## src/rtl/msrv32_machine_control_if.sv

```systemverilog
`default_nettype none
// ============================================================================
// Module   : msrv32_machine_control_if
// Brief    : Event inputs and trap/CSR control outputs of the machine control.
// Revision : 1.0  initial release
// ============================================================================
interface msrv32_machine_control_if;
  logic       illegal_instr_in;
  logic       misaligned_instr_in;
  logic       misaligned_load_in;
  logic       misaligned_store_in;
  logic       ecall_in;
  logic       ebreak_in;
  logic       mret_in;
  logic       mie_in;
  logic       meie_in;
  logic       msie_in;
  logic       mtie_in;
  logic       meip_in;
  logic       msip_in;
  logic       mtip_in;
  logic       flush_out;
  logic [1:0] pc_src_out;
  logic       trap_taken_out;
  logic       set_cause_out;
  logic       set_epc_out;
  logic [3:0] cause_out;
  logic       i_or_e_out;
  logic       mie_clear_out;
  logic       mie_set_out;
  logic       misaligned_exception_out;
  logic       instret_inc_out;

  modport master (
    output illegal_instr_in, misaligned_instr_in, misaligned_load_in,
           misaligned_store_in, ecall_in, ebreak_in, mret_in, mie_in,
           meie_in, msie_in, mtie_in, meip_in, msip_in, mtip_in,
    input  flush_out, pc_src_out, trap_taken_out, set_cause_out, set_epc_out,
           cause_out, i_or_e_out, mie_clear_out, mie_set_out,
           misaligned_exception_out, instret_inc_out
  );

  modport slave (
    input  illegal_instr_in, misaligned_instr_in, misaligned_load_in,
           misaligned_store_in, ecall_in, ebreak_in, mret_in, mie_in,
           meie_in, msie_in, mtie_in, meip_in, msip_in, mtip_in,
    output flush_out, pc_src_out, trap_taken_out, set_cause_out, set_epc_out,
           cause_out, i_or_e_out, mie_clear_out, mie_set_out,
           misaligned_exception_out, instret_inc_out
  );
endinterface
`default_nettype wire

```

## src/rtl/msrv32_machine_control.sv

```systemverilog
`default_nettype none
// ============================================================================
// Module   : msrv32_machine_control
// Brief    : Trap/return sequencer driving pipeline flush, PC select and CSR
//            trap updates for the RV32 core.
// Revision : 1.0  initial release
// ============================================================================
module msrv32_machine_control (
  input  wire logic                     ms_riscv32_mp_clk_in,
  input  wire logic                     ms_riscv32_mp_rst_in,
  msrv32_machine_control_if.slave       bus
);

  localparam logic [1:0] RESET       = 2'b00;
  localparam logic [1:0] OPERATING   = 2'b01;
  localparam logic [1:0] TRAP_TAKEN  = 2'b10;
  localparam logic [1:0] TRAP_RETURN = 2'b11;

  logic [1:0] state;
  logic [1:0] next_state;
  logic       exc;
  logic       irq;
  logic [3:0] next_cause;
  logic [3:0] cause;
  logic       i_or_e;

  always_comb begin
    exc = bus.illegal_instr_in | bus.misaligned_instr_in | bus.misaligned_load_in |
          bus.misaligned_store_in | bus.ecall_in | bus.ebreak_in;
    irq = bus.mie_in & ((bus.meie_in & bus.meip_in) |
                        (bus.msie_in & bus.msip_in) |
                        (bus.mtie_in & bus.mtip_in));
  end

  // Exceptions outrank interrupts; within each group the chain order is priority.
  always_comb begin
    next_cause = 4'd0;
    if (bus.misaligned_instr_in)                next_cause = 4'd0;
    else if (bus.illegal_instr_in)              next_cause = 4'd2;
    else if (bus.ebreak_in)                     next_cause = 4'd3;
    else if (bus.misaligned_load_in)            next_cause = 4'd4;
    else if (bus.misaligned_store_in)           next_cause = 4'd6;
    else if (bus.ecall_in)                      next_cause = 4'd11;
    else if (bus.meie_in & bus.meip_in)         next_cause = 4'd11;
    else if (bus.msie_in & bus.msip_in)         next_cause = 4'd3;
    else if (bus.mtie_in & bus.mtip_in)         next_cause = 4'd7;
  end

  always_ff @(posedge ms_riscv32_mp_clk_in or posedge ms_riscv32_mp_rst_in) begin
    if (ms_riscv32_mp_rst_in) begin
      state <= RESET;
    end else begin
      state <= next_state;
    end
  end

  always_comb begin
    next_state = OPERATING;
    case (state)
      RESET:       next_state = OPERATING;
      OPERATING: begin
        if (exc || irq)      next_state = TRAP_TAKEN;
        else if (bus.mret_in) next_state = TRAP_RETURN;
        else                 next_state = OPERATING;
      end
      TRAP_TAKEN:  next_state = OPERATING;
      TRAP_RETURN: next_state = OPERATING;
      default:     next_state = RESET;
    endcase
  end

  always_ff @(posedge ms_riscv32_mp_clk_in or posedge ms_riscv32_mp_rst_in) begin
    if (ms_riscv32_mp_rst_in) begin
      cause  <= 4'd0;
      i_or_e <= 1'b0;
    end else if (state == OPERATING && (exc || irq)) begin
      cause  <= next_cause;
      i_or_e <= ~exc;
    end
  end

  logic       flush;
  logic [1:0] pc_src;
  logic       trap_taken;
  logic       mie_set;
  logic       instret_inc;

  always_comb begin
    flush       = 1'b0;
    pc_src      = 2'b11;
    trap_taken  = 1'b0;
    mie_set     = 1'b0;
    instret_inc = 1'b0;
    case (state)
      RESET: begin
        flush  = 1'b1;
        pc_src = 2'b00;
      end
      OPERATING: begin
        pc_src      = 2'b11;
        instret_inc = ~exc & ~irq;
      end
      TRAP_TAKEN: begin
        flush      = 1'b1;
        pc_src     = 2'b10;
        trap_taken = 1'b1;
      end
      TRAP_RETURN: begin
        flush   = 1'b1;
        pc_src  = 2'b01;
        mie_set = 1'b1;
      end
      default: begin
        flush  = 1'b1;
        pc_src = 2'b00;
      end
    endcase
  end

  assign bus.flush_out                = flush;
  assign bus.pc_src_out               = pc_src;
  assign bus.trap_taken_out           = trap_taken;
  assign bus.set_cause_out            = trap_taken;
  assign bus.set_epc_out              = trap_taken;
  assign bus.mie_clear_out            = trap_taken;
  assign bus.mie_set_out              = mie_set;
  assign bus.instret_inc_out          = instret_inc;
  assign bus.cause_out                = cause;
  assign bus.i_or_e_out               = i_or_e;
  assign bus.misaligned_exception_out = trap_taken & ~i_or_e &
                                        (cause == 4'd0 || cause == 4'd4 || cause == 4'd6);

endmodule
`default_nettype wire

```

## src/flat_wrapper.sv

```systemverilog
// flat-port wrapper written by rule: the top's interface ports become plain ports
module msrv32_machine_control_flat 
  (ms_riscv32_mp_clk_in, ms_riscv32_mp_rst_in, bus_illegal_instr_in, bus_misaligned_instr_in, bus_misaligned_load_in, bus_misaligned_store_in, bus_ecall_in, bus_ebreak_in, bus_mret_in, bus_mie_in, bus_meie_in, bus_msie_in, bus_mtie_in, bus_meip_in, bus_msip_in, bus_mtip_in, bus_flush_out, bus_pc_src_out, bus_trap_taken_out, bus_set_cause_out, bus_set_epc_out, bus_cause_out, bus_i_or_e_out, bus_mie_clear_out, bus_mie_set_out, bus_misaligned_exception_out, bus_instret_inc_out);
  msrv32_machine_control_if bus_i ();
  input  wire logic ms_riscv32_mp_clk_in;
  input  wire logic ms_riscv32_mp_rst_in;
  input wire logic [$bits(bus_i.illegal_instr_in)-1:0] bus_illegal_instr_in;
  input wire logic [$bits(bus_i.misaligned_instr_in)-1:0] bus_misaligned_instr_in;
  input wire logic [$bits(bus_i.misaligned_load_in)-1:0] bus_misaligned_load_in;
  input wire logic [$bits(bus_i.misaligned_store_in)-1:0] bus_misaligned_store_in;
  input wire logic [$bits(bus_i.ecall_in)-1:0] bus_ecall_in;
  input wire logic [$bits(bus_i.ebreak_in)-1:0] bus_ebreak_in;
  input wire logic [$bits(bus_i.mret_in)-1:0] bus_mret_in;
  input wire logic [$bits(bus_i.mie_in)-1:0] bus_mie_in;
  input wire logic [$bits(bus_i.meie_in)-1:0] bus_meie_in;
  input wire logic [$bits(bus_i.msie_in)-1:0] bus_msie_in;
  input wire logic [$bits(bus_i.mtie_in)-1:0] bus_mtie_in;
  input wire logic [$bits(bus_i.meip_in)-1:0] bus_meip_in;
  input wire logic [$bits(bus_i.msip_in)-1:0] bus_msip_in;
  input wire logic [$bits(bus_i.mtip_in)-1:0] bus_mtip_in;
  output wire logic [$bits(bus_i.flush_out)-1:0] bus_flush_out;
  output wire logic [$bits(bus_i.pc_src_out)-1:0] bus_pc_src_out;
  output wire logic [$bits(bus_i.trap_taken_out)-1:0] bus_trap_taken_out;
  output wire logic [$bits(bus_i.set_cause_out)-1:0] bus_set_cause_out;
  output wire logic [$bits(bus_i.set_epc_out)-1:0] bus_set_epc_out;
  output wire logic [$bits(bus_i.cause_out)-1:0] bus_cause_out;
  output wire logic [$bits(bus_i.i_or_e_out)-1:0] bus_i_or_e_out;
  output wire logic [$bits(bus_i.mie_clear_out)-1:0] bus_mie_clear_out;
  output wire logic [$bits(bus_i.mie_set_out)-1:0] bus_mie_set_out;
  output wire logic [$bits(bus_i.misaligned_exception_out)-1:0] bus_misaligned_exception_out;
  output wire logic [$bits(bus_i.instret_inc_out)-1:0] bus_instret_inc_out;
  assign bus_i.illegal_instr_in = bus_illegal_instr_in;
  assign bus_i.misaligned_instr_in = bus_misaligned_instr_in;
  assign bus_i.misaligned_load_in = bus_misaligned_load_in;
  assign bus_i.misaligned_store_in = bus_misaligned_store_in;
  assign bus_i.ecall_in = bus_ecall_in;
  assign bus_i.ebreak_in = bus_ebreak_in;
  assign bus_i.mret_in = bus_mret_in;
  assign bus_i.mie_in = bus_mie_in;
  assign bus_i.meie_in = bus_meie_in;
  assign bus_i.msie_in = bus_msie_in;
  assign bus_i.mtie_in = bus_mtie_in;
  assign bus_i.meip_in = bus_meip_in;
  assign bus_i.msip_in = bus_msip_in;
  assign bus_i.mtip_in = bus_mtip_in;
  assign bus_flush_out = bus_i.flush_out;
  assign bus_pc_src_out = bus_i.pc_src_out;
  assign bus_trap_taken_out = bus_i.trap_taken_out;
  assign bus_set_cause_out = bus_i.set_cause_out;
  assign bus_set_epc_out = bus_i.set_epc_out;
  assign bus_cause_out = bus_i.cause_out;
  assign bus_i_or_e_out = bus_i.i_or_e_out;
  assign bus_mie_clear_out = bus_i.mie_clear_out;
  assign bus_mie_set_out = bus_i.mie_set_out;
  assign bus_misaligned_exception_out = bus_i.misaligned_exception_out;
  assign bus_instret_inc_out = bus_i.instret_inc_out;
  msrv32_machine_control u_core (.ms_riscv32_mp_clk_in(ms_riscv32_mp_clk_in), .ms_riscv32_mp_rst_in(ms_riscv32_mp_rst_in), .bus(bus_i));
endmodule
```

## config.mk

```make
export PLATFORM = sky130hd
export DESIGN_NAME = msrv32_machine_control_flat
export DESIGN_NICKNAME = d
export VERILOG_FILES = /design/src/rtl/msrv32_machine_control_if.sv /design/src/rtl/msrv32_machine_control.sv /design/src/flat_wrapper.sv
export SDC_FILE = /design/constraint.sdc
export NUM_CORES = 1
export LEC_CHECK = 0
export BUFFER_PORTS_ARGS = -buffer_cell sky130_fd_sc_hd__buf_2
export CAP_MARGIN = 20
export CORE_AREA = 3 3 40 42
export CTS_BUF_LIST = sky130_fd_sc_hd__clkbuf_4
export CTS_CLUSTER_DIAMETER = 200
export CTS_CLUSTER_SIZE = 14
export DETAILED_ROUTE_END_ITERATION = 8
export DIE_AREA = 0 0 43 45
export PLACE_DENSITY = 0.73
export SYNTH_ARGS = -nofsm -noshare
export SYNTH_HDL_FRONTEND = slang
export SYNTH_SLANG_ARGS = --single-unit
export TNS_END_PERCENT = 5
```

## constraint.sdc

```tcl
create_clock -name ms_riscv32_mp_clk_in -period 3 [get_ports ms_riscv32_mp_clk_in]
set_input_delay 0.3 -clock ms_riscv32_mp_clk_in [delete_from_list [all_inputs] [get_ports ms_riscv32_mp_clk_in]]
set_output_delay 0.3 -clock ms_riscv32_mp_clk_in [all_outputs]
set_load 0.1 [all_outputs]
```

==> summary.md <==
| Metric | Value |
|---|---|
| Area Growth Syn to Fin | `36.3%` |
| Area of the mapped netlist | `513 um2` |
| Congestion Overflow GR | `0` |
| Critical Path Fanout Max | `5` |
| Initial Util | `39.9%` |
| Port Buffers | `30` |
| Antenna diodes | `0` |
| Setup Slack @ Placement | `1.06 ns` |
| Top Family by Delay on Critical Path | `buffers and inverters` |
| Register Area | `175 um2` |
| Yosys warnings | `0` |
| Vias in the first global route | `469` |
| Slew Limit Fails | `0` |
| Adder-Cell Fraction of Synth Area | `12.2%` |
| Core area | `1280 um2` |
| Yosys reg bits | `7` |
| Post-Layout Cell Count | `104` |
| CTS H-tree lvls | `1` |
| Global-route wire length before repair | `1.86 mm` |
| Sequential share of power | `40.1%` |
| Layout cells sized above 1 | `42.7%` |
| Worst setup path startpoint | `u_core.state[0]` |
| RePlAce Congestion | `0.743` |
| Mean Syn Cell Area | `9.00 um2` |
| Cells after DPL | `99` |
| Post-CTS Setup Repair Bufs | `0` |
| Reg-to-reg slack, setup | `1.65 ns` |
| CP required | `2.70 ns` |
| WHS Path Cells | `3` |
| Post-synth EDFFs | `0` |
| PwrDens | `354 nW/um2` |
| Final TNS setup | `0 ns` |
| Status | `finished, final reports clean` |
| Antenna violations before repair | `0` |
| Worst-path clk slew | `0.05 ns` |
| Hold Crit Start | `bus_mret_in` |
| Synth top area cells | `dfrtp_1, ha_1, nor2_1` |
| Die Footprint | `1940 um2` |
| Die Ht | `45 um` |
| Compound-Gate Fraction of Synth Area | `17.6%` |
| Initial DRC Count | `7` |
| Comb pwr share | `22.3%` |
| Tmin final | `2.10 ns` |
| XOR/XNOR share of the synthesized area | `0%` |
| RSZ-0062 raised after global routing | `false` |
| Post-route clock period utilization | `69.8%` |
| CTS Buffer Depth | `2` |
| DPL Wire Length | `985 um` |
| Worst r2r src | `u_core.state[1]` |
| WL final | `1.16 mm` |
| Mux cell area share after synthesis | `7.80%` |
| Leak pwr | `0.000416 uW` |
| Clk Latency, worst-skew pair | `0.25 ns` |
| Int Pwr | `174 uW` |
| Post-CTS Resized | `0` |
| Syn Inst Count | `57` |
| Critical path type | `flop to primary output` |
| Final Hold Vio Count | `0` |
| CP cell instances | `inv_1, ha_1, nor4b_1, o21a_1, buf_2` |
| Main combinational cell family by area after synthesis | `simple AND/OR/NAND/NOR gates` |
| CTS sink count | `7` |
| Syn nets | `78` |
| Remaining antenna violation count | `0` |
| Clock network power share | `37.6%` |
| Pin count of the biggest net entering global routing | `8` |
| Total CTS buffers | `3` |
| Layout Nets | `111` |
| Final Setup Violations | `0` |
| Tot GR Track Use | `13.4%` |
| Switching pwr | `73.7 uW` |
| Fmax | `477 MHz` |
| # IOs | `31` |
| Root buffer cell | `clkbuf_4` |
| Floorplan die width | `43 um` |
| Drt drc | `0` |
| Setup ws final | `0.905 ns` |
| WL/cell | `11.2 um` |
| Max_cap viols | `0` |
| Worst slew pin tran | `0.485 ns` |
| Footprint of the multi-input gates | `289 um2` |
| Via density | `5.04` |
| CTS tree | `built` |
| Crit end category | `primary output` |
| CP max stage cell | `dfrtp_1` |
| Max-slew headroom | `67.9%` |
| R2R cell count | `4` |
| Simple-Gate Fraction of Synth Area | `18.8%` |
| Num rows | `13` |
| Main flop type after synthesis | `dfrtp_1` |
| Critical path startpoint category | `flop` |
| Clk_skew | `0.00146 ns` |
| Hold_ws | `0.292 ns` |
| Switching Fraction | `29.8%` |
| VDD IR-drop max | `0.000138 V` |
| Cell type with the largest total area after synthesis | `dfrtp_1` |
| Worst Path Arrival | `1.80 ns` |
| Crit path depth | `5` |
| First-pass DRT Iterations | `4` |
| Core Util, Final | `54.4%` |
| Via count | `524` |
| Worst path max stage delay | `0.41 ns` |
| Min-Delay Path Class | `primary input to flop` |
| Fraction of registers with async set/reset | `100%` |
| Synth unique cells | `22` |
| CP bufs+invs | `2` |
| Yosys top cell area share | `34.1%` |
| Fillers | `137` |
| Sequential element share of the synthesized area | `34.1%` |
worst min-delay path: cells and delay by family:
| kind | cells | cell delay [ns] |
|---|---|---|
| and+or+nand+nor | 2 | 0.11 |
| buffers and inverters | 1 | 0.08 |
layer usage:
layer | vias to the layer above | track usage [%] | routed length (um)
met5 | - | 0 | 0
met4 | 0 | 10.8 | 25
met3 | 3 | 2.39 | 93
met2 | 23 | 23.7 | 564
met1 | 231 | 13.9 | 477
li1 | 267 | - | -
cells in the final DEF, fill, tap and decap left out, types with 2 or more instances in the layout:
master,instances
nor4_1,2
clkbuf_4,4
buf_2,30
nor3_1,2
ha_1,5
nor2_1,9
a21oi_1,6
inv_1,7
a22oi_1,2
dfrtp_1,7
mux2_4,2
power groups by stage:
| stage | sequential (uW) | combinational, uW | clock, uW |
|---|---|---|---|
| 2_1_floorplan | 120 | 14.4 | 0 |
| 3_3_place_gp | 101 | 53.3 | 0 |
| 3_5_place_dp | 101 | 54.3 | 0 |
| 4_1_cts | 99.2 | 55.4 | 96.3 |
| 5_1_grt | 99.6 | 59.4 | 99.9 |
| 6_report | 99.1 | 55.3 | 93.1 |
cell usage after synthesis (2+ instances only):
master,instances
a21oi_1,6
a22oi_1,2
buf_4,3
dfrtp_1,7
ha_1,5
inv_1,7
mux2_4,2
nor2_1,9
nor3_1,2
nor4_1,2
final timing paths:
kind                                                     end
worst max-delay path            bus_misaligned_exception_out
worst min-delay path                         u_core.state[1]
worst max register to register       u_core.bus.cause_out[3]
worst min register to register       u_core.bus.cause_out[2]
max in group asynchronous            u_core.bus.cause_out[0]
min in group asynchronous            u_core.bus.cause_out[1]
layout make-up:
type                    instances  share of cell area, %
well taps                      15                   2.68
inverters                       7                   3.76
repair buffers                 31                   22.9
multi-input cells              40                   41.3
flip-flops and latches          7                   25.0
clock buffers                   4                   4.29
cell families after synthesis:
logic type	after synthesis
buffers and inverters	10
multiplexers	3
flip-flops	7
AO/OA/AOI/OAI	13
AND/OR/NAND/NOR	19
adder cells (fa/ha/maj)	5
flip-flops by register name, summed over array words and instances (netlist names):
name                   count
u_core.bus.i_or_e_out      1
u_core.bus.cause_out       4
u_core.state               2
metrics by stage:
stage,area [um2],total power [uW]
3_3_place_gp,659,154
2_1_floorplan,513,135
5_1_grt,699,259
4_1_cts,699,251
6_report,699,248
3_5_place_dp,659,155
repair_timing:
action / 4_1_cts / 5_1_grt
hold buffers: 1 / 0
setup endpoints to repair: 0 / 0
endpoints found under the hold margin: 7 / 0
Note: power is estimated with default switching activity, not from simulation.
